### src/rtl/clock_ratio_detector.sv
// clock_ratio_detector
//
// Receive-side companion to the clock divider. Samples a slow divided clock
// (div_clk) in the fast clk_in domain. Measures its period and, optionally, its
// high time in clk_in cycles. Reports lock once the period has been stable for
// LOCK_CNT consecutive matches. A stopped or too-slow div_clk raises a sticky
// overflow flag.
//
// Optional feature macro: CLKDET_DUTY_EN
//   defined   : high-time counter, falling-edge capture and high_time output are built
//   undefined : no high-time logic; high_time is tied to 0
//
// Parameters
//   CNT_W        width of the period/high-time counters and outputs
//   SYNC_STAGES  flops in the div_clk synchronizer (2..4)
//   LOCK_CNT     consecutive matching periods needed for lock (1..15)
//   TOL          max |period difference| (clk_in cycles) still counted as a match
//
// Ports
//   clk_in        in   fast reference clock, rising edge
//   rst           in   asynchronous active-high reset
//   div_clk       in   slow clock under measurement, asynchronous to clk_in
//   period        out  last measured div_clk period in clk_in cycles
//   high_time     out  last measured div_clk high time in clk_in cycles
//   period_valid  out  one-cycle pulse when period/high_time update
//   locked        out  period stable for LOCK_CNT consecutive matches
//   overflow      out  sticky: period counter saturated (div_clk stopped/too slow)

module clock_ratio_detector #(
    parameter int unsigned CNT_W       = 8,
    parameter int unsigned SYNC_STAGES = 2,
    parameter int unsigned LOCK_CNT    = 4,
    parameter int unsigned TOL         = 0
) (
    input  logic             clk_in,
    input  logic             rst,
    input  logic             div_clk,
    output logic [CNT_W-1:0] period,
    output logic [CNT_W-1:0] high_time,
    output logic             period_valid,
    output logic             locked,
    output logic             overflow
);

    localparam logic [CNT_W-1:0] CntMax  = {CNT_W{1'b1}};
    localparam logic [CNT_W-1:0] CntOne  = CNT_W'(1);
    localparam logic [CNT_W:0]   TolW    = (CNT_W + 1)'(TOL);
    localparam logic [3:0]       LockCnt = 4'(LOCK_CNT);

    typedef enum logic [1:0] {
        StWaitEdge = 2'd0,
        StMeasure  = 2'd1,
        StLocked   = 2'd2
    } state_e;

    state_e state_q, state_d;

    // ------------------------------------------------------------------
    // Synchronizer and edge detection
    // ------------------------------------------------------------------
    logic [SYNC_STAGES-1:0] sync_q;
    logic                   s;
    logic                   s_prev_q;
    logic                   rise;

    always_ff @(posedge clk_in or posedge rst) begin
        if (rst) begin
            sync_q   <= '0;
            s_prev_q <= 1'b0;
        end else begin
            sync_q   <= {sync_q[SYNC_STAGES-2:0], div_clk};
            s_prev_q <= s;
        end
    end

    assign s    = sync_q[SYNC_STAGES-1];
    assign rise = s & ~s_prev_q;

    // ------------------------------------------------------------------
    // Period counter: cycles since last rise, saturating
    // ------------------------------------------------------------------
    logic [CNT_W-1:0] pcnt_q, pcnt_d;
    logic             sat;

    always_comb begin
        pcnt_d = pcnt_q;
        if (rise) begin
            pcnt_d = CntOne;
        end else if (pcnt_q != CntMax) begin
            pcnt_d = pcnt_q + CntOne;
        end
    end

    always_ff @(posedge clk_in or posedge rst) begin
        if (rst) begin
            pcnt_q <= '0;
        end else begin
            pcnt_q <= pcnt_d;
        end
    end

    // A rise in the same cycle as saturation takes precedence.
    assign sat = (pcnt_q == CntMax) && !rise;

    // ------------------------------------------------------------------
    // Match test against the previously reported period
    // ------------------------------------------------------------------
    logic [CNT_W-1:0] period_q, period_d;
    logic [CNT_W:0]   diff;
    logic [CNT_W:0]   abs_diff;
    logic             first_q, first_d;
    logic             match;
    logic [3:0]       mcnt_q, mcnt_d;
    logic [3:0]       mcnt_inc;

    // One extra bit so the subtraction never wraps.
    assign diff     = {1'b0, pcnt_q} - {1'b0, period_q};
    assign abs_diff = diff[CNT_W] ? -diff : diff;
    // The first measurement after WAIT_EDGE has nothing valid to compare against.
    assign match    = !first_q && (abs_diff <= TolW);
    assign mcnt_inc = mcnt_q + 4'd1;

    // ------------------------------------------------------------------
    // FSM: state register
    // ------------------------------------------------------------------
    always_ff @(posedge clk_in or posedge rst) begin
        if (rst) begin
            state_q <= StWaitEdge;
        end else begin
            state_q <= state_d;
        end
    end

    // ------------------------------------------------------------------
    // FSM: next-state logic
    // ------------------------------------------------------------------
    always_comb begin
        state_d = state_q;
        unique case (state_q)
            StWaitEdge: begin
                if (rise) begin
                    state_d = StMeasure;
                end
            end
            StMeasure: begin
                if (rise) begin
                    if (match && (mcnt_inc == LockCnt)) begin
                        state_d = StLocked;
                    end
                end else if (sat) begin
                    state_d = StWaitEdge;
                end
            end
            StLocked: begin
                if (rise) begin
                    if (!match) begin
                        state_d = StMeasure;
                    end
                end else if (sat) begin
                    state_d = StWaitEdge;
                end
            end
            default: state_d = StWaitEdge;
        endcase
    end

    // ------------------------------------------------------------------
    // FSM: output / datapath next-state logic
    // ------------------------------------------------------------------
    logic valid_q, valid_d;
    logic locked_q, locked_d;
    logic overflow_q, overflow_d;
    logic update;

    always_comb begin
        period_d   = period_q;
        valid_d    = 1'b0;
        locked_d   = locked_q;
        overflow_d = overflow_q;
        mcnt_d     = mcnt_q;
        first_d    = first_q;
        update     = 1'b0;
        unique case (state_q)
            StWaitEdge: begin
                if (rise) begin
                    first_d = 1'b1;
                    mcnt_d  = '0;
                end
            end
            StMeasure: begin
                if (rise) begin
                    update   = 1'b1;
                    period_d = pcnt_q;
                    valid_d  = 1'b1;
                    first_d  = 1'b0;
                    if (match) begin
                        mcnt_d = mcnt_inc;
                        if (mcnt_inc == LockCnt) begin
                            locked_d = 1'b1;
                        end
                    end else begin
                        mcnt_d = '0;
                    end
                end else if (sat) begin
                    overflow_d = 1'b1;
                    locked_d   = 1'b0;
                    mcnt_d     = '0;
                end
            end
            StLocked: begin
                if (rise) begin
                    update   = 1'b1;
                    period_d = pcnt_q;
                    valid_d  = 1'b1;
                    first_d  = 1'b0;
                    if (!match) begin
                        locked_d = 1'b0;
                        mcnt_d   = '0;
                    end
                end else if (sat) begin
                    overflow_d = 1'b1;
                    locked_d   = 1'b0;
                    mcnt_d     = '0;
                end
            end
            default: begin
                locked_d = 1'b0;
                mcnt_d   = '0;
            end
        endcase
    end

    always_ff @(posedge clk_in or posedge rst) begin
        if (rst) begin
            period_q   <= '0;
            valid_q    <= 1'b0;
            locked_q   <= 1'b0;
            overflow_q <= 1'b0;
            mcnt_q     <= '0;
            first_q    <= 1'b1;
        end else begin
            period_q   <= period_d;
            valid_q    <= valid_d;
            locked_q   <= locked_d;
            overflow_q <= overflow_d;
            mcnt_q     <= mcnt_d;
            first_q    <= first_d;
        end
    end

    assign period       = period_q;
    assign period_valid = valid_q;
    assign locked       = locked_q;
    assign overflow     = overflow_q;

    // ------------------------------------------------------------------
    // High-time measurement
    // ------------------------------------------------------------------
`ifdef CLKDET_DUTY_EN
    logic             fall;
    logic [CNT_W-1:0] hcnt_q, hcnt_d;
    logic [CNT_W-1:0] hlat_q;
    logic [CNT_W-1:0] high_time_q;

    assign fall = ~s & s_prev_q;

    always_comb begin
        hcnt_d = hcnt_q;
        if (rise) begin
            hcnt_d = CntOne;
        end else if (s && (hcnt_q != CntMax)) begin
            hcnt_d = hcnt_q + CntOne;
        end
    end

    // hlat_q holds the completed high phase until the next rise publishes it.
    always_ff @(posedge clk_in or posedge rst) begin
        if (rst) begin
            hcnt_q      <= '0;
            hlat_q      <= '0;
            high_time_q <= '0;
        end else begin
            hcnt_q <= hcnt_d;
            if (fall) begin
                hlat_q <= hcnt_q;
            end
            if (update) begin
                high_time_q <= hlat_q;
            end
        end
    end

    assign high_time = high_time_q;
`else
    assign high_time = '0;
`endif

endmodule

### config.mk
export PLATFORM = sky130hd
export DESIGN_NAME = clock_ratio_detector
export DESIGN_NICKNAME = d
export VERILOG_FILES = /design/src/rtl/clock_ratio_detector.sv
export SDC_FILE = /design/constraint.sdc
export NUM_CORES = 1
export LEC_CHECK = 0
export BUFFER_PORTS_ARGS = -buffer_cell sky130_fd_sc_hd__clkbuf_2
export CORE_MARGIN = 2
export CORE_UTILIZATION = 50
export CTS_CLUSTER_DIAMETER = 120
export DETAILED_ROUTE_END_ITERATION = 16
export HOLD_SLACK_MARGIN = 0.06
export PLACE_DENSITY = 0.79
export SYNTH_ARGS = -nofsm -noshare
export SYNTH_HDL_FRONTEND = slang
export SYNTH_SLANG_ARGS = --single-unit
### constraint.sdc
create_clock -name clk_in -period 8.3 [get_ports clk_in]
set_clock_uncertainty 0.1 [all_clocks]
set_input_delay 0.83 -clock clk_in [delete_from_list [all_inputs] [get_ports clk_in]]
set_output_delay 0.83 -clock clk_in [all_outputs]
set_load 0.03 [all_outputs]
==> metrics.txt, run 1 <==
WP buf/inv=2; final setup vio count=0; initial antenna violation count=0; cell area after layout=between 0.002 and 0.0025 mm^2; die height=68.3 um; Worst setup SP type=flop; register area share after synthesis=35.2%; critical path cell sequence=inv_1, ha_1, inv_1, fa_1, xnor2_1, and3_1, and2b_1, nand3_1, a2111oi_2, o2bb2ai_2, o31a_1, o21a_1, a211o_1, a22o_1; Critical Path RT=8.37 ns; post-route ant nets=0; Post-synth EDFFs=0; largest net degree at the start of global routing=30; Crit path largest cell delay=approximately 0.42 ns; outcome=finished clean; DIE AREA=around 0.0047 mm^2; YS warnings=0; RSZ-0062 raised after global routing=no; fin crit period=between 3 and 4 ns; cell taking the most area after synthesis=dfrtp_1; Worst Path Max Fanout=3; PwrDens=387 mW/mm^2; CTS tree=yes; Setup WS post-layout=4.78 ns; IO Port Bufs=13; Worst Setup Path Type=reg2reg; fmax=around 0.28 GHz; drt drc=0; cell row count=23; grt total ovfl=0; number of global-route vias before repair=1529; FF+latch count, synth=29; hold_buf cts=0; H-tree depth=2; fin util=55.3%; Tcrit/Tclk final=42.4%; clock buffer count from CTS=5; Async SR Flop Fraction=100%; setup TNS after final layout=0 ns; hold_sp=sync_q[0]$_DFF_PP0_; Placed Area=~0.0021 mm^2; Placer Congestion=between 0.8 and 0.9; cell family with the largest share of critical-path delay=compound AO/OA/AOI/OAI gates; Antenna diodes=0; Post CTS Setup Buffer Count=0; Net count, final=266; slowest CP cell=fa_1; DRT Pass-1 Iters=4; Max Cap Violations=0; FF-to-FF Start=pcnt_q[0]$_DFFE_PP0N_; Filler cells=368; Layout Area Growth over Synthesis=7.09%; Reg clk slew, reported paths=0.06 ns; Post-Syn Area per Cell=8.71 um^2; static leakage=around 1.0 nW; final WL=roughly 4000 um; final hold vios=0; Root Driver=clkbuf_8; post-DP HPWL=3010 um; Post-synth top cells=dfrtp_1 (28), nand2_1 (25), a21oi_1 (18), o21ai_0 (16), inv_1 (15); Worst-Margin Slew=1.09 ns; Initial Util=around half; worst setup path startpoint=pcnt_q[0]$_DFFE_PP0N_; gr usage total=a little under 20%; Post-Synthesis Cells=237; die width=68.3 um; via/cell ratio=5.53; most frequent cell after synthesis=dfrtp_1; Setup crit end kind=flop; Iter 0 DRT Violations=43; synth unique cells=58; Max VDD drop=165 uV; CTS max path bufs=2; Wirelength per Cell=~13 um; headroom to the max-slew limit=27.4%; Slew Limit Fails=0; DP Worst Slack=4.80 ns; top-level I/O count=22; latest clock arrival within the worst-skew pair=0.28 ns; first-pass GRT wire length=6780 um; predominant post-synthesis flop cell=dfrtp_1; Critical Path AT=3.59 ns; share of cells above drive strength 1=roughly 12%; Synth area leaders=dfrtp_1 (34%), ha_1 (8.5%), nand2_1 (4.5%); CTS Sinks=29; CP most frequent cell=inv_1; Hold Slack=0.259 ns; Yosys top cell area share=33.9%; Mapped Area=a little over 0.002 mm^2; post-CTS sizing=0; Core ar.=0.00400 mm^2; Hold Path Class=reg2reg; via count=1654
-- stage by stage --
| step | total power [mW] | instances |
|---|---|---|
| 2_1_floorplan | 0.645 | 244 |
| 3_3_place_gp | 0.729 | 291 |
| 3_5_place_dp | 0.736 | 291 |
| 4_1_cts | 0.858 | 299 |
| 5_1_grt | 0.931 | 299 |
| 6_report | 0.856 | 299 |
-- placed cells by master, fill, tap and decap left out, drive strengths merged, types with 2 or more instances in the layout --
cell type	instances
nor2	14
nand4	3
nand2b	4
dfrtp	28
a22o	3
a31oi	4
and3	5
nand2	26
a21o	3
and2	3
o22ai	3
mux2i	3
o21ai	17
nand3	11
o21a	2
xnor2	4
conb	8
a211oi	2
xor2	4
o32a	2
ha	14
clkbuf	21
a21oi	18
nor2b	4
or2	2
a221oi	2
nor3	3
a21boi	2
inv	16
-- final cells by class --
cell class / count / area (um^2) / area share, %
Inverter: 16 / 60.1 / 2.72
Tap cell: 50 / 62.6 / 2.83
Clock buffer: 8 / 90.1 / 4.07
Multi-Input combinational cell: 183 / 1210 / 54.6
Timing Repair Buffer: 13 / 65.1 / 2.94
Sequential cell: 29 / 727 / 32.9
-- worst paths after layout --
kind	depth (start not counted)	slack, ns	end
hold reg to reg	0	0.26	sync_q[1]$_DFF_PP0_
setup / recovery	14	4.78	locked$_DFFE_PP0P_
hold / removal	0	0.26	sync_q[1]$_DFF_PP0_
min in group asynchronous	2	0.70	period_valid$_DFF_PP0_
max in group asynchronous	2	6.75	mcnt_q[2]$_DFFE_PP0P_
setup reg to reg	14	4.78	locked$_DFFE_PP0P_
-- sequential cells by signal, indices dropped and copies added, names as in the netlist --
signal / cells
locked: 1
overflow: 1
period_valid: 1
period: 8
sync_q: 2
state_q: 2
mcnt_q: 4
pcnt_q: 8
s_prev_q: 1
first_q: 1
-- cell families (layout without fill, tap and decap cells) --
logic type / count (synthesis) / count (layout) / share of synthesized area (%)
other: 1 / 8 / 0.182
AO/OA/AOI/OAI: 70 / 70 / 23.8
XOR/XNOR: 8 / 8 / 3.39
multiplexers: 3 / 3 / 1.45
AND/OR/NAND/NOR: 79 / 79 / 18.9
flip-flops: 29 / 29 / 35.2
adder cells (fa/ha/maj): 15 / 15 / 9.45
buffers and inverters: 32 / 37 / 7.64
-- where the power goes --
part           switching, mW  internal, mW  total (mW)
Clock                 0.0507        0.0674       0.118
Sequential            0.0246         0.168       0.193
Combinational          0.334         0.210       0.544
-- routing by layer --
metal,GRT usage [%],part of all wire [%]
met1,26.0,48
met2,30.7,47
met3,3.78,2.6
met4,8.00,1.6
met5,0,0
(Power assumes the default switching activity.)
==> run 2, diff against run 1 <==
--- a/config.mk
+++ b/config.mk
@@ -5,13 +5,14 @@
 export SDC_FILE = /design/constraint.sdc
 export NUM_CORES = 1
 export LEC_CHECK = 0
+export ABC_AREA = 1
 export BUFFER_PORTS_ARGS = -buffer_cell sky130_fd_sc_hd__clkbuf_2
 export CORE_MARGIN = 2
 export CORE_UTILIZATION = 50
 export CTS_CLUSTER_DIAMETER = 120
 export DETAILED_ROUTE_END_ITERATION = 16
 export HOLD_SLACK_MARGIN = 0.06
-export PLACE_DENSITY = 0.79
+export PLACE_DENSITY = 0.78
 export SYNTH_ARGS = -nofsm -noshare
 export SYNTH_HDL_FRONTEND = slang
 export SYNTH_SLANG_ARGS = --single-unit
==> constraint.sdc (replaced) <==
create_clock -name clk_in -period 3.6 [get_ports clk_in]
set_clock_uncertainty 0.1 [all_clocks]
set_input_delay 0.36 -clock clk_in [delete_from_list [all_inputs] [get_ports clk_in]]
set_output_delay 0.36 -clock clk_in [all_outputs]
set_load 0.03 [all_outputs]
==> run 2 against run 1 <==
Clock-buffer cell count down 2. First-iteration DRC count up 150%. Critical endpoint is now mcnt_q[0]$_DFFE_PP0P_. Die area up 5.3%. Via count up 20%. Design area up 7.7%.
==> metrics.txt, run 2 <==
cell family with the largest share of critical-path delay=simple AND/OR/NAND/NOR gates; Tcrit/Tclk final=between 80 and 90%; CTS Sinks=29; gr usage total=around a fifth; slowest CP cell=dfrtp_1; Yosys top cell area share=32.1%; fin util=between 50% and 60%; Worst Setup Path Type=reg2reg; met3 Usage GRT=2.60%; setup TNS after final layout=0 ns; final setup vio count=0; most frequent cell after synthesis=nand2_1; IO Port Bufs=13; Iter 0 DRT Violations=106; Worst setup SP type=flop; CP most frequent cell=nand2_1; Slew Limit Fails=0; die width=between 70 and 80 um; commonest non-fill, non-tap cell in the layout=nand2_1; via count=1993; via/cell ratio=5.16; final WL=4490 um; grt total ovfl=0; Hold Path Class=in2reg; latest clock arrival within the worst-skew pair=0.28 ns; Root Driver=clkbuf_8; post-CTS sizing=0; Synth area leaders=dfrtp_1 (32%), nand2_1 (17%), ha_1 (8.0%); Core ar.=0.00426 mm^2; Post-synth top cells=nand2_1 (97), inv_1 (37), nand3_1 (31), dfrtp_1 (28), nor2_1 (22); Crit path largest cell delay=between 0.4 and 0.5 ns; YS warnings=0; Critical Path RT=3.67 ns; synth unique cells=35; number of global-route vias before repair=1849; Setup crit end kind=flop; largest net degree at the start of global routing=30; commonest cells after routing, fill and taps aside=nand2_1 (97), inv_1 (37), nand3_1 (31); mux contribution to synthesized area=0%; outcome=finished clean; Critical Path AT=2.97 ns; Initial Util=approximately half; Worst-Margin Slew=1.09 ns; adder-cell area share of the yosys netlist=8.95%; post-DP HPWL=3490 um; fmax=0.344 GHz; die height=70.0 um; Net count, final=approximately 350; DIE AREA=about 0.0049 mm^2; CTS tree=yes; largest family of logic cells by synthesized area=simple AND/OR/NAND/NOR gates; top-level I/O count=22; Synth Area in Simple Gates=35.2%; final hold vios=0; Async SR Flop Fraction=100%; first-pass GRT wire length=8040 um; GRT met2 Usage=about a third; critical path cell sequence=inv_1, ha_1, inv_1, fa_1, nand2_1, nand2_1, nand2_1, nor2_2, nor2_4, inv_2, o21ai_2, nand3_1, nor2_1, nand4_2, nand2_2, nor2_2, nand2_1, nand2_1; Mapped Area=roughly 0.0022 mm^2; Worst Path Max Fanout=10; Reg clk slew, reported paths=0.06 ns; hold_buf cts=0; clock buffer count from CTS=5; Max Cap Violations=0; predominant post-synthesis flop cell=dfrtp_1; FF+latch count, synth=29; Placer Congestion=0.881; cell row count=24; RSZ-0062 raised after global routing=no; CTS max path bufs=2; Post-synth EDFFs=0; post-route ant nets=0; Post-Syn Area per Cell=~6.9 um^2; Post CTS Setup Buffer Count=0; Layout Area Growth over Synthesis=9.18%; Placed Cells incl. Taps=about 380; XOR/XNOR Fraction of Synth Area=1.55%; drt drc=0; register area share after synthesis=33.3%; Synth Area in Compound Gates=around a tenth; final std cells w/o fill=386; fin crit period=around 2.9 ns; global route hottest layer=met2; initial antenna violation count=0; Wirelength per Cell=~12 um; WP buf/inv=3; Antenna diodes=0; Post-Synthesis Cells=314; share of cells above drive strength 1=a little over an eighth; H-tree depth=2; cell taking the most area after synthesis=dfrtp_1; headroom to the max-slew limit=27.1%; DRT Pass-1 Iters=4; met1 Usage GRT=26.1%
run 2: cell types whose count changed after synthesis, moves of 5 or more:
cell / before / now
nor2_2: 0 / 6
nand4_1: 3 / 8
nand2_1: 25 / 97
and3_1: 5 / 0
inv_1: 15 / 37
a21oi_1: 18 / 8
nand3_1: 11 / 31
nor2_1: 14 / 22
run 2: logic make-up after synthesis:
kind of cell	Yosys count
AOI/OAI and AO/OA	39
xor gates and xnor gates	3
adders and majority gates	15
buffers and inverters	52
DFF	29
other	1
and+or+nand+nor	175
run 2: metrics by stage:
step / cell area (um^2) / hold WS (ns) / worst slack, ns
after global placement: 2280 / 0.253 / 0.762
after floorplan: 2210 / 0.231 / 0.894
after global routing: 2380 / 0.0836 / 0.351
final: 2380 / 0.0877 / 0.696
after CTS: 2380 / 0.0831 / 0.691
after detailed placement: 2280 / 0.247 / 0.692
run 2: cell type report:
cell class              count  area (um^2)
clock buffers               6         82.6
clock inverters             2         13.8
fillers                   416         1880
inverters                  42          158
multi-input cells         240         1250
flip-flops and latches     29          727
well taps                  52         65.1
repair buffers             15         80.1
run 2: worst paths after layout:
path | cells after the start | end | slack, ns | from
max | 18 | mcnt_q[0]$_DFFE_PP0P_ | 0.70 | pcnt_q[0]$_DFFE_PP0N_
max reg2reg | 18 | mcnt_q[0]$_DFFE_PP0P_ | 0.70 | pcnt_q[0]$_DFFE_PP0N_
min in group asynchronous | 2 | period_valid$_DFF_PP0_ | 0.23 | rst
max in group asynchronous | 2 | mcnt_q[3]$_DFFE_PP0P_ | 2.51 | rst
min | 1 | sync_q[0]$_DFF_PP0_ | 0.09 | div_clk
min reg2reg | 0 | sync_q[1]$_DFF_PP0_ | 0.27 | sync_q[0]$_DFF_PP0_
run 2: per-layer routing:
metal | wire length [um] | share of wire [%] | vias up
met5 | 0 | 0 | -
met4 | 53 | 1.2 | 0
met3 | 95 | 2.1 | 6
met2 | 2170 | 48 | 24
met1 | 2170 | 48 | 925
li1 | - | - | 1038
Power of run 2 is not shown: default switching activity piles up to over one toggle a cycle in this logic, so the estimate is an artifact.
==> run 3, diff against run 2 <==
--- a/config.mk
+++ b/config.mk
@@ -5,14 +5,14 @@
 export SDC_FILE = /design/constraint.sdc
 export NUM_CORES = 1
 export LEC_CHECK = 0
-export ABC_AREA = 1
+export ABC_AREA = 0
 export BUFFER_PORTS_ARGS = -buffer_cell sky130_fd_sc_hd__clkbuf_2
 export CORE_MARGIN = 2
 export CORE_UTILIZATION = 50
 export CTS_CLUSTER_DIAMETER = 120
 export DETAILED_ROUTE_END_ITERATION = 16
 export HOLD_SLACK_MARGIN = 0.06
-export PLACE_DENSITY = 0.78
+export PLACE_DENSITY = 0.79
 export SYNTH_ARGS = -nofsm -noshare
 export SYNTH_HDL_FRONTEND = slang
 export SYNTH_SLANG_ARGS = --single-unit
==> constraint.sdc (replaced) <==
create_clock -name clk_in -period 2.9 [get_ports clk_in]
set_clock_uncertainty 0.1 [all_clocks]
set_input_delay 0.29 -clock clk_in [delete_from_list [all_inputs] [get_ports clk_in]]
set_output_delay 0.29 -clock clk_in [all_outputs]
set_load 0.03 [all_outputs]
==> run 3 against run 2 <==
The run now ends with setup timing left. Critical path depth down 4. Register-to-register slack worse by 0.97 ns. Routed wire length rose by 26%. Setup slack lost 0.97 ns. Final cell count fell by 7.8%. Utilization rose by 16 points. First-iteration DRC count increased by 69%. Clock-buffer cell count decreased by 1. Via count increased by 1.5%. Sequential share of layout area down 5.0 points. Maximum frequency fell by 8.6%. Critical path type unchanged. Largest cell class unchanged. Highest routed layer unchanged.
==> metrics.txt, run 3 (same netlist as run 1, synthesis figures left out) <==
H-tree depth=2; WHS Path Cells=0; Antenna diodes=0; worst r2r path cells=14; drt drc=0; Worst setup SP type=flop; Iter 0 DRT Violations=179; Initial Util=51.6%; hold_sp=sync_q[0]$_DFF_PP0_; IO Port Bufs=13; CTS Sinks=29; reg2reg end=locked$_DFFE_PP0P_; Placed Cells incl. Taps=between 300 and 400; Layout Area Growth over Synthesis=39.5%; Root Driver=clkbuf_8; via/cell ratio=5.68; setup TNS after final layout=-1.29 ns; initial antenna violation count=0; static leakage=between 1 and 1.5 nW; global route hottest layer=met2; clock buffer count from CTS=5; DIE AREA=0.00466 mm^2; fin crit period=3.18 ns; Critical Path AT=3.25 ns; Setup WS post-layout=-0.277 ns; latest clock arrival within the worst-skew pair=0.29 ns; final hold vios=0; fmax=~0.31 GHz; Setup crit end kind=flop; Max Cap Violations=0; Hold Path Class=reg2reg; Slew Limit Fails=0; outcome=finished with violations; Wirelength per Cell=15.9 um; RSZ-0062 raised after global routing=yes; Core ar.=0.00400 mm^2; grt total ovfl=0; die width=68.3 um; cell row count=23; Placed Area=0.00256 mm^2; R2R setup slack=-0.28 ns; final WL=5650 um; Max VDD drop=about 620 uV; PwrDens=between 1000 and 1500 mW/mm^2; commonest non-fill, non-tap cell in the layout=buf_4; Tcrit/Tclk final=110%; Worst Hold Path EP=sync_q[1]$_DFF_PP0_; gr usage total=between 20% and 30%; post-route ant nets=0; Hold Slack=0.260 ns; Placer Congestion=just over 0.9; final std cells w/o fill=356; violated checks=setup timing; cell area after layout=0.00288 mm^2; Critical Path RT=between 2 and 3 ns; CTS tree=yes; CTS max path bufs=2; DRT Pass-1 Iters=4; die height=68.3 um; GRT met2 Usage=44.9%; via count=slightly above 2000; Worst Path Max Fanout=4; final setup vio count=7; met1 Usage GRT=about 33%; Net count, final=323; Worst Setup Path Type=reg2reg; first-pass GRT wire length=~9200 um; top-level I/O count=22; commonest cells after routing, fill and taps aside=buf_4 (53), nand2_1 (24), dfrtp_1 (21); number of global-route vias before repair=approximately 2000; FF-to-FF Start=pcnt_q[0]$_DFFE_PP0N_; largest net degree at the start of global routing=30; post-DP HPWL=3750 um; share of cells above drive strength 1=40.2%; Reg clk slew, reported paths=0.06 ns; met3 Usage GRT=4.61%
[run 3: report_power, final]
part | switching [mW] | internal [mW]
Clock | 0.161 | 0.341
Sequential | 0.0671 | 0.487
Combinational | 1.40 | 1.23
Total | 1.63 | 2.06
[run 3: worst max path at each step]
stage	start	end	slack [ns]	cells after the start
global placement	pcnt_q[0]$_DFFE_PP0N_	locked$_DFFE_PP0P_	-0.19	14
global route	pcnt_q[0]$_DFFE_PP0N_	locked$_DFFE_PP0P_	-0.40	15
detailed placement	pcnt_q[0]$_DFFE_PP0N_	locked$_DFFE_PP0P_	-0.29	14
floorplan	period[1]$_DFFE_PP0P_	locked$_DFFE_PP0P_	-0.16	12
CTS	pcnt_q[0]$_DFFE_PP0N_	locked$_DFFE_PP0P_	-0.29	14
finish	pcnt_q[0]$_DFFE_PP0N_	locked$_DFFE_PP0P_	-0.28	14
[run 3: layout make-up]
cell class                      instances  area [um^2]
Multi-Input combinational cell        183         1380
Fill cell                             268         1120
Sequential cell                        29          736
Timing Repair Buffer                   70          505
Clock buffer                            5         68.8
Clock inverter                          3         65.1
Inverter                               16         62.6
Tap cell                               50         62.6
[run 3: worst max-delay path: stages (launching register included)]
cell and delay [ns]:
dfrtp_1 0.39, inv_2 0.09, ha_4 0.14, inv_2 0.04
fa_2 0.37, nand3_1 0.13, nand2_2 0.11, o21ai_2 0.19
nand2_1 0.10, o32a_1 0.36, o2bb2ai_2 0.16, o31a_1 0.27
o21a_1 0.20, a211o_1 0.23, a22o_1 0.20
[run 3: metal layers]
metal / vias up / part of all wire [%]
li1: 962 / -
met1: 971 / 43
met2: 65 / 49
met3: 24 / 3.8
met4: 0 / 3.9
met5: - / 0
[run 3: per-stage QoR]
stage	setup slack, ns	utilization [%]	power (mW)
floorplan	-0.160	-	2.00
global placement	-0.194	64.0	2.67
detailed placement	-0.290	64.0	2.73
CTS	-0.287	70.7	3.50
global route	-0.403	72.0	3.92
finish	-0.277	72.0	3.68
[run 3: timing repair]
| action | 4_1_cts | 5_1_grt |
|---|---|---|
| buffers inserted | 6 | 1 |
| pin swaps | 14 | 7 |
| gates resized for setup | 20 | 10 |
| endpoints found under the hold margin | 29 | 0 |
| hold buffers | 2 | 0 |
| endpoints found under the setup margin | 7 | 7 |
